`src/rtl/led_sched.sv`:
```
// LED pattern scheduler: round-robin grant among three event sources, then a
// timed LED pattern (SHOW) followed by a blank gap (GAP) before re-arbitration.
module led_sched #(
  parameter int TICK_DIV   = 25000000,
  parameter int HOLD_TICKS = 4
) (
  input  logic       clk,
  input  logic       reset,
  input  logic [2:0] req,
  input  logic       clear,
  output logic [2:0] ack,
  output logic       busy,
  output logic [1:0] cur_src,
  output logic [1:0] led_out
);

  localparam int CW = (TICK_DIV > 2) ? $clog2(TICK_DIV) : 1;
  localparam int HW = (HOLD_TICKS > 1) ? $clog2(HOLD_TICKS + 1) : 1;
  localparam logic [CW-1:0] CNT_MAX   = CW'(TICK_DIV - 1);
  localparam logic [HW-1:0] HOLD_LAST = HW'(HOLD_TICKS - 1);

  typedef enum logic [1:0] {IDLE = 2'd0, SHOW = 2'd1, GAP = 2'd2} state_t;

  state_t        state;
  logic [CW-1:0] cnt;
  logic [HW-1:0] ticks;
  logic [1:0]    last;
  logic          rst_hold;
  logic          tick;
  logic [1:0]    win;

  // Round-robin pick: search starts one past the last granted source.
  function automatic logic [1:0] pick(input logic [2:0] r, input logic [1:0] lst);
    logic [1:0] c;
    logic       found;
    pick  = 2'd0;
    found = 1'b0;
    c     = (lst == 2'd2) ? 2'd0 : lst + 2'd1;
    for (int k = 0; k < 3; k++) begin
      if (!found && r[c]) begin
        pick  = c;
        found = 1'b1;
      end
      c = (c == 2'd2) ? 2'd0 : c + 2'd1;
    end
  endfunction

  assign tick = (cnt == CNT_MAX);
  assign win  = pick(req, last);

  // Single FSM with all outputs registered; rst_hold suppresses a grant in the
  // first cycle after reset is released.
  always_ff @(posedge clk) begin
    if (reset) begin
      state    <= IDLE;
      led_out  <= 2'b00;
      ack      <= 3'b000;
      busy     <= 1'b0;
      cur_src  <= 2'b11;
      cnt      <= '0;
      ticks    <= '0;
      last     <= 2'd2;
      rst_hold <= 1'b1;
    end else begin
      ack      <= 3'b000;
      rst_hold <= 1'b0;
      cnt      <= tick ? '0 : cnt + CW'(1);
      case (state)
        IDLE: begin
          if (!clear && !rst_hold && (req != 3'b000)) begin
            state   <= SHOW;
            ack     <= 3'b001 << win;
            cur_src <= win;
            busy    <= 1'b1;
            cnt     <= '0;
            ticks   <= '0;
            last    <= win;
            case (win)
              2'd0:    led_out <= 2'b11;
              2'd1:    led_out <= 2'b10;
              default: led_out <= 2'b01;
            endcase
          end
        end
        SHOW: begin
          if (clear) begin
            state   <= IDLE;
            led_out <= 2'b00;
            cur_src <= 2'b11;
            busy    <= 1'b0;
            cnt     <= '0;
            ticks   <= '0;
          end else if (tick) begin
            if (ticks == HOLD_LAST) begin
              state   <= GAP;
              cnt     <= '0;
              ticks   <= '0;
              led_out <= 2'b00;
              cur_src <= 2'b11;
            end else begin
              ticks <= ticks + HW'(1);
              // Only source 2 blinks; 01 and 10 are bitwise complements.
              if (cur_src == 2'd2) begin
                led_out <= ~led_out;
              end
            end
          end
        end
        GAP: begin
          if (clear || tick) begin
            state   <= IDLE;
            busy    <= 1'b0;
            cnt     <= '0;
            led_out <= 2'b00;
            cur_src <= 2'b11;
          end
        end
        default: begin
          state   <= IDLE;
          led_out <= 2'b00;
          cur_src <= 2'b11;
          busy    <= 1'b0;
          cnt     <= '0;
          ticks   <= '0;
        end
      endcase
    end
  end

endmodule

```
`config.mk`:
```
export PLATFORM = sky130hd
export DESIGN_NAME = led_sched
export DESIGN_NICKNAME = d
export VERILOG_FILES = /design/src/rtl/led_sched.sv
export SDC_FILE = /design/constraint.sdc
export NUM_CORES = 1
export LEC_CHECK = 0
export ABC_AREA = 0
export CELL_PAD_IN_SITES_DETAIL_PLACEMENT = 2
export CELL_PAD_IN_SITES_GLOBAL_PLACEMENT = 2
export CORE_MARGIN = 5
export CORE_UTILIZATION = 38
export DETAILED_ROUTE_END_ITERATION = 10
export GPL_TIMING_DRIVEN = 1
export HOLD_SLACK_MARGIN = 0.15
export MAX_ROUTING_LAYER = met4
export PLACE_DENSITY = 0.8
export SYNTH_ARGS = -nofsm -noshare
export SYNTH_HDL_FRONTEND = slang
export SYNTH_SLANG_ARGS = --single-unit
```
`constraint.sdc`:
```
create_clock -name clk -period 3.6 [get_ports clk]
set_input_delay 0.36 -clock clk [delete_from_list [all_inputs] [get_ports clk]]
set_output_delay 0.36 -clock clk [all_outputs]
set_load 0.005 [all_outputs]
```
# --- After elaboration in Yosys (flattened, before gate mapping) ---
# Cells that the tools add are included.
classes:
  add_sub_neg: 5
  n_lt_le_gt_ge: 3
  eq_ne: 15
  shift: 1
  muxes: 50
  n_bitwise: 4
  n_reduce_logical: 18
op_table:
  columns: ["operator", "count"]
  rows:
  - ["25-bit 2-to-1 mux", 6]
  - ["25-bit one-hot mux with 3 select lines", 1]
  - ["2-bit 2-to-1 mux", 21]
  - ["25-bit by 1-bit adder with 25-bit output, second input constant", 1]
  - ["25-bit equality test, second input constant", 1]
  - ["2-bit one-hot mux with 3 select lines", 3]
  - ["3-bit 2-to-1 mux", 4]
  - ["2-bit equality test, second input constant", 5]
  - ["2-bit by 3-bit < comparator with 1-bit output, second input constant", 3]
  - ["1-bit 2-to-1 mux", 9]
  - ["3-bit one-hot mux with 3 select lines", 1]
  - ["4-bit AND reduction", 2]
  - ["2-bit by 1-bit adder with 2-bit output, second input constant", 3]
  - ["1-bit binary-select mux with 2-bit select", 3]
  - ["2-bit != test, second input constant", 3]
  - ["3-bit != test, second input constant", 2]
  - ["3-bit AND reduction", 2]
  - ["2-bit by 1-bit equality test with 1-bit output, second input constant", 2]
  - ["1-bit logical AND", 4]
  - ["1-bit logical NOT", 4]
  - ["2-bit logical NOT", 2]
  - ["4-bit != test, second input constant", 1]
  - ["2-bit one-hot mux with 2 select lines", 1]
  - ["3-bit by 1-bit adder with 3-bit output, second input constant", 1]
  - ["9 further kinds", 11]
totals:
  reg_bits: 41
  input_bits: 6
  out_inout_bits: 8
  word_cells: 105

# --- Depth between registers and ports, before layout ---
# Gate-level depths: netlist of the first run.
logic_depth:
  depth_word: 15
  depth_mapped: 8
  depth_no_buf: 6

# --- Worst setup path before layout of the first run ---
# OpenSTA, ideal clock, no wires.
synth_path:
  path_type: "register to register"
  start: "register cnt[0]"
  end: "register state[1]"
  setup_time_ns: 0.079
  arrival_time_ns: 1.767
  t_required_ns: 3.521
  slack_ns: 1.754
  path_stages_with_launch: 8
  path_buffers: 1
  synth_period_minus_slack_ns: 1.846
  path_cell_list: "dfxtp_1 -> ha_1 -> and2_1 -> nand2_4 -> or3_1 -> buf_6 -> a21o_1 -> a211oi_2"
synth_between:
  elab_chain_len: 4
  elab_cells_between_ends: 5
  classes_between: "eq/ne: 3; reduce/logical: 2"
synth_lines:
  columns: ["element", "line_no", "text"]
  rows:
  - ["from (decl)", "25", "logic [CW-1:0] cnt;"]
  - ["from (signal assigned)", "67", "cnt <= tick ? '0 : cnt + CW'(1);"]
  - ["25-bit equality test (*)", "48", "assign tick = (cnt == CNT_MAX);"]
  - ["1-bit logical OR", "110", "if (clear || tick) begin"]
  - ["2-bit != test (no line)", null, null]
  - ["4-bit AND reduction (no line) (*)", null, null]
  - ["to (signal assigned)", "55", "state <= IDLE;"]
  - ["to (signal assigned)", "111", "state <= IDLE;"]
  - ["to (signal assigned)", "119", "state <= IDLE;"]
  - ["to (decl)", "24", "state_t state;"]
# Mark *: on every way between the ends. The rest lies on a longest branch, timed or not.
# A chain may end at the register's enable or synchronous reset.

# --- Worst setup path in the final report of the first run ---
layout_path:
  start: "input clear"
  end: "register cnt[19]"
layout_between:
  elab_chain_len: 5
  elab_cells_between_ends: 8
  classes_between: "mux: 4; reduce/logical: 4"
layout_lines:
  columns: ["element", "line_no", "text"]
  rows:
  - ["from (decl)", "10", "input logic clear,"]
  - ["1-bit logical NOT", "70", "if (!clear && !rst_hold && (req != 3'b000)) begin"]
  - ["1-bit logical AND (2 in series)", "70", null]
  - ["25-bit 2-to-1 mux", "70", null]
  - ["25-bit one-hot mux with 3 select lines (*)", "68", "case (state)"]
# Marks and branches as above.

==> flow_summary.json, run 1 <==
{
  "async_flop_share_pct": 0,
  "cts-resized-gates": 0,
  "clkSinkCount": 41,
  "place_hpwl_um": 3610,
  "avgSynthCellArea_um2": 8.64,
  "hold_viol_final": 0,
  "tritoncts": "built",
  "critPathRequiredTime_ps": 3760,
  "synth_edf_count": 0,
  "worst-r2r-setup-slack_ps": 1350,
  "dp.cells": 301,
  "antenna_found_initial": 0,
  "p_switching_mw": 0.263,
  "drc": 0,
  "critPathMaxFanout": 25,
  "comb_power_share_pct": 12.9,
  "cellInternalPower_mw": 0.753,
  "setup_slack_ps": 1220,
  "endpoint": "cnt[19]$_SDFF_PP0_",
  "io_pins": 14,
  "routed_wl_um": 5090,
  "startpoint": "clear",
  "peakVddDrop_v": 0.000202,
  "slew_violations": 0,
  "cp-start-kind": "input pin",
  "placedInstanceArea_um2": 2100,
  "die_area_um2": 6650,
  "die_x_um": 81.5,
  "fin_area_um2": 2220,
  "fin_crit_ps": 2380,
  "arrival_ps": 2530,
  "dp_slack_ps": 915,
  "synth-seq-cells": 41,
  "cp-end-kind": "flop",
  "worstSetupPathType": "in2reg",
  "max-slew-margin-rel_pct": 52.3,
  "seqPwrFrac_pct": 48.5,
  "stdcell_count": 309,
  "cts_hold_buf": 0,
  "fin_setup_tns_ps": 0,
  "rsz0062_at_grt": "false",
  "drv_cap": 0,
  "grt_pass1_wl_um": 8660,
  "clock_skew_ps": 8.87,
  "clock_path_buffers": 2,
  "fin_crit_sh_pct": 66.0,
  "wl_per_cell_um": 16.5,
  "p_sw_share_pct": 25.9,
  "diodes": 0,
  "gr-total-overflow": 0,
  "dr.pass1.iters": 4,
  "netlist_area_um2": 1940,
  "regToRegStartpoint": "cnt[0]$_SDFF_PP0_",
  "synth_cell_type_count": 44,
  "start_util_pct": 38.6,
  "insertion_delay_ps": 300,
  "postRouteAntennaNets": 0,
  "cts_setup_buffers": 0,
  "avgViaCountPerCell": 5.23,
  "grt_max_degree": 26,
  "synthFlopType": "dfxtp_1",
  "fmax_ghz": 0.421,
  "htreeDepth": 2,
  "clock-root-buffer": "clkbuf_8",
  "postLayoutCoreUtil_pct": 44.1,
  "power.density_nw_per_um2": 457,
  "fp.dieH_um": 81.5,
  "hp-class": "reg2reg",
  "port_buffers": 13,
  "syn_inst": 225,
  "via_count": 1616,
  "synth-warning-count": 0,
  "status": "completed",
  "drive_gt1_share_pct": 7.11,
  "gp_congestion": 0.738,
  "syn_nets": 233,
  "nets": 246,
  "track_usage_pct": 17.9,
  "first_iter_violations": 34,
  "setup_viol": 0,
  "ff2ff_path_depth": 6,
  "area_growth_pct": 14.3,
  "grt_pass1_vias": 1754,
  "power.leakage_nw": 0.739,
  "rows": 26,
  "core_area_um2": 5040,
  "seq_area_frac_synth_pct": 42.2,
  "r2r-end": "cnt[19]$_SDFF_PP0_",
  "worstMarginPinSlew_ps": 713,
  "clkTransAtPathRegs_ps": 80,
  "pwr-share-clk_pct": 38.6,
  "cts_buffers": 5
}
[final cells by class]
cell class,count,area [um^2]
fillers,579,2820
multi-input cells,164,1020
well taps,70,87.6
clock buffers,6,82.6
inverters,13,48.8
repair buffers,13,130
flip-flops and latches,41,821
clock inverters,2,37.5
[kinds of logic (layout without fill, tap and decap cells)]
group / after synthesis / count (layout) / synth area share [%]
AND/OR/NAND/NOR: 105 / 105 / 28.1
buffers and inverters: 20 / 34 / 5.53
XOR/XNOR: 23 / 23 / 10.4
adder cells (fa/ha/maj): 2 / 2 / 1.29
multiplexers: 1 / 1 / 0.515
AO/OA/AOI/OAI: 33 / 33 / 12.0
flip-flops: 41 / 41 / 42.2
[power groups by stage]
stage | Sequential [mW] | Combinational, mW | Clock, mW
floorplan | 0.498 | 0.0902 | 0
global placement | 0.503 | 0.129 | 0
detailed placement | 0.504 | 0.133 | 0
CTS | 0.493 | 0.134 | 0.405
global route | 0.497 | 0.148 | 0.428
finish | 0.493 | 0.131 | 0.393
[worst min path at each step]
| stage | start | endpoint | slack [ps] | cells after the start |
|---|---|---|---|---|
| after global routing | ticks[2]$_SDFFE_PP0P_ | ticks[2]$_SDFFE_PP0P_ | 480 | 2 |
| after global placement | ticks[2]$_SDFFE_PP0P_ | ticks[2]$_SDFFE_PP0P_ | 420 | 2 |
| after floorplan | reset | rst_hold$_DFF_P_ | 390 | 0 |
| final | ticks[2]$_SDFFE_PP0P_ | ticks[2]$_SDFFE_PP0P_ | 450 | 2 |
| after CTS | ticks[2]$_SDFFE_PP0P_ | ticks[2]$_SDFFE_PP0P_ | 460 | 2 |
| after detailed placement | ticks[2]$_SDFFE_PP0P_ | ticks[2]$_SDFFE_PP0P_ | 430 | 2 |
[state kept, by name (all words and copies together) (netlist names)]
register	cells
ack	3
last	2
cnt	25
cur_src	2
ticks	3
led_out	2
state	2
rst_hold	1
busy	1
[routing by layer]
metal | global-route usage (%) | up-vias | part of all wire, % | wire length (um)
met3 | 4.50 | 10 | 3.3 | 170
met4 | 6.76 | 0 | 2.2 | 111
li1 | - | 795 | - | -
met2 | 30.9 | 24 | 52 | 2650
met5 | - | - | 0 | 0
met1 | 19.8 | 787 | 42 | 2150
[per-stage QoR]
stage | hold slack (ps) | total power [mW]
floorplan | 388 | 0.588
global placement | 416 | 0.631
detailed placement | 427 | 0.636
CTS | 455 | 1.03
global route | 479 | 1.07
finish | 448 | 1.02
[cell usage in the layout (no fill, tap or decap), types with 3 or more instances in the layout]
cell type / Yosys / final
a21oi_1: 9 / 9
inv_1: 12 / 12
o21a_1: 3 / 3
xor2_1: 3 / 3
o21ai_0: 8 / 8
nor3_1: 7 / 7
nor2_1: 41 / 41
nor2b_1: 3 / 3
clkbuf_8: 0 / 6
nand2b_1: 3 / 3
dfxtp_1: 41 / 41
clkdlybuf4s50_1: 0 / 13
xnor2_1: 20 / 20
nor4_1: 7 / 7
nand4_1: 5 / 5
nand3_1: 9 / 9
nand2_1: 15 / 15
[cells in the mapped netlist, types with 2 or more instances]
| cell | count | share of area (%) |
|---|---|---|
| a21oi_1 | 9 | 2.3 |
| a32oi_1 | 2 | 0.90 |
| and2_1 | 2 | 0.64 |
| and4_1 | 2 | 0.90 |
| buf_6 | 4 | 2.3 |
| dfxtp_1 | 41 | 42 |
| ha_1 | 2 | 1.3 |
| inv_1 | 12 | 2.3 |
| nand2_1 | 15 | 2.9 |
| nand2b_1 | 3 | 0.97 |
| nand3_1 | 9 | 2.3 |
| nand4_1 | 5 | 1.6 |
| nor2_1 | 41 | 7.9 |
| nor2b_1 | 3 | 0.97 |
| nor3_1 | 7 | 1.8 |
| nor4_1 | 7 | 2.3 |
| nor4b_2 | 2 | 1.5 |
| o21a_1 | 3 | 1.2 |
| o21ai_0 | 8 | 2.1 |
| o32ai_1 | 2 | 0.90 |
| or3_1 | 2 | 0.64 |
| xnor2_1 | 20 | 9.0 |
| xor2_1 | 3 | 1.4 |
[worst max-delay path: stages]
cell and delay, ps:
clkdlybuf4s50_1 490, or3_4 420, o21bai_2 290, a21oi_1 200, o211ai_4 640, nor2_1 120
(Power assumes the default switching activity.)
==> inputs of run 2 (changes only) <==
CORE_UTILIZATION = 32   (was 38)
PLACE_DENSITY = 0.71   (was 0.8)
clock period = 2.1 ns   (was 3.6 ns; I/O delays follow)
==> flow_summary.json, run 2 (synthesis gave the netlist of run 1 again) <==
{
  "status": "completed",
  "place_hpwl_um": 3900,
  "fin_crit_ps": 1960,
  "gp_congestion": 0.773,
  "cp-start-kind": "flop",
  "slew_violations": 0,
  "cp-end-kind": "flop",
  "min-delay-start": "ticks[2]$_SDFFE_PP0P_",
  "drive_gt1_share_pct": 14.4,
  "worstMarginPinSlew_ps": 557,
  "fin_crit_sh_pct": 93.3,
  "tritoncts": "built",
  "setup_slack_ps": 141,
  "fin_setup_tns_ps": 0,
  "clkTransAtPathRegs_ps": 90,
  "hp-class": "reg2reg",
  "dr.pass1.iters": 4,
  "area_growth_pct": 22.3,
  "max-slew-margin-rel_pct": 62.6,
  "antenna_found_initial": 0,
  "first_iter_violations": 23,
  "track_usage_pct": 15.3,
  "regToRegStartpoint": "cnt[7]$_SDFF_PP0_",
  "postRouteAntennaNets": 0,
  "grt_pass1_vias": 1836,
  "critPathRequiredTime_ps": 2330,
  "clock-root-buffer": "clkbuf_8",
  "clock_skew_ps": 9.91,
  "hold_viol_final": 0,
  "dp_slack_ps": -30.7,
  "start_util_pct": 32.8,
  "startpoint": "cnt[7]$_SDFF_PP0_",
  "path_cells": "nor4b_2 > nand4_1 > or3_4 > a21o_1 > a211oi_2",
  "diodes": 0,
  "fillers": 669,
  "drc": 0,
  "routed_wl_um": 5180,
  "gr-total-overflow": 0,
  "fp.dieH_um": 88.0,
  "grt_max_degree": 26,
  "die_x_um": 88.0,
  "whs_ps": 440,
  "critPathBufInv": 0,
  "peakVddDrop_v": 0.000249,
  "critPathMaxFanout": 7,
  "nets": 265,
  "grt_pass1_wl_um": 8850,
  "power_mw": 1.75,
  "insertion_delay_ps": 300,
  "reg.largest.list": "cnt (25), ack (3), ticks (3)",
  "power.density_nw_per_um2": 737,
  "clkSinkCount": 41,
  "cts_buffers": 5,
  "setup_viol": 0,
  "cts_hold_buf": 0,
  "port_buffers": 13,
  "power.leakage_nw": 0.838,
  "final_cell_mix": "nor2_1 (41), dfxtp_1 (41), xnor2_1 (20)",
  "io_pins": 14,
  "worstSetupPathType": "reg2reg",
  "die_area_um2": 7740,
  "rsz0062_at_grt": "false",
  "via_count": 1673,
  "wl_per_cell_um": 15.6,
  "clock_path_buffers": 2,
  "postLayoutCoreUtil_pct": 40.2,
  "core_area_um2": 5920,
  "cp_top_family": "simple AND/OR/NAND/NOR gates",
  "arrival_ps": 2180,
  "largest_reg_flops": 25,
  "rows": 28,
  "max_stage_delay_ps": 450,
  "fmax_ghz": 0.510,
  "htreeDepth": 2,
  "largest-register": "cnt",
  "avgViaCountPerCell": 5.04,
  "drv_cap": 0,
  "critPathSlowestCell": "or3_4"
}
==> run 2: tightest hold or removal path: cells and delay by family (launching register included) <==
kind            cells  cell delay [ps]
compound gates      1               30
flops               1              320
simple gates        1               50
==> run 2: worst paths after layout <==
check,end,slack [ps],depth (start not counted)
hold reg to reg,ticks[2]$_SDFFE_PP0P_,440,2
setup reg to reg,state[1]$_SDFFE_PP0P_,140,5
setup / recovery,state[1]$_SDFFE_PP0P_,140,5
hold / removal,ticks[2]$_SDFFE_PP0P_,440,2
==> run 2: where the power goes <==
group	switching [mW]	leakage (nW)	internal, mW
Sequential	0.0247	0.332	0.811
Clock	0.288	0.0540	0.346
Combinational	0.153	0.451	0.130
Total	0.466	0.838	1.29
==> run 2: metrics by stage <==
step           instances  cell area [um^2]
2_1_floorplan        225              1940
3_3_place_gp         325              2260
3_5_place_dp         325              2260
4_1_cts              332              2380
5_1_grt              332              2380
6_report             332              2380
==> run 2: layout make-up <==
type	count	area, um^2	area share (%)
Sequential cell	41	821	34.5
Clock inverter	2	35.0	1.47
Timing Repair Buffer	32	285	12.0
Tap cell	75	93.8	3.95
Multi-Input combinational cell	164	1020	43.1
Inverter	13	48.8	2.05
Clock buffer	5	68.8	2.89
==> run 2: timing repair <==
action / CTS / global route
endpoints found under the setup margin: 1 / 0
gates resized for setup: 2 / 0
setup buffers: 0 / 0
==> run 2: metal layers <==
| layer | vias up | share of wire (%) | GRT usage [%] |
|---|---|---|---|
| met5 | - | 0 | - |
| met4 | 0 | 1.8 | 5.58 |
| met3 | 9 | 2.5 | 3.10 |
| met2 | 16 | 53 | 27.3 |
| met1 | 813 | 43 | 16.8 |
| li1 | 835 | - | - |
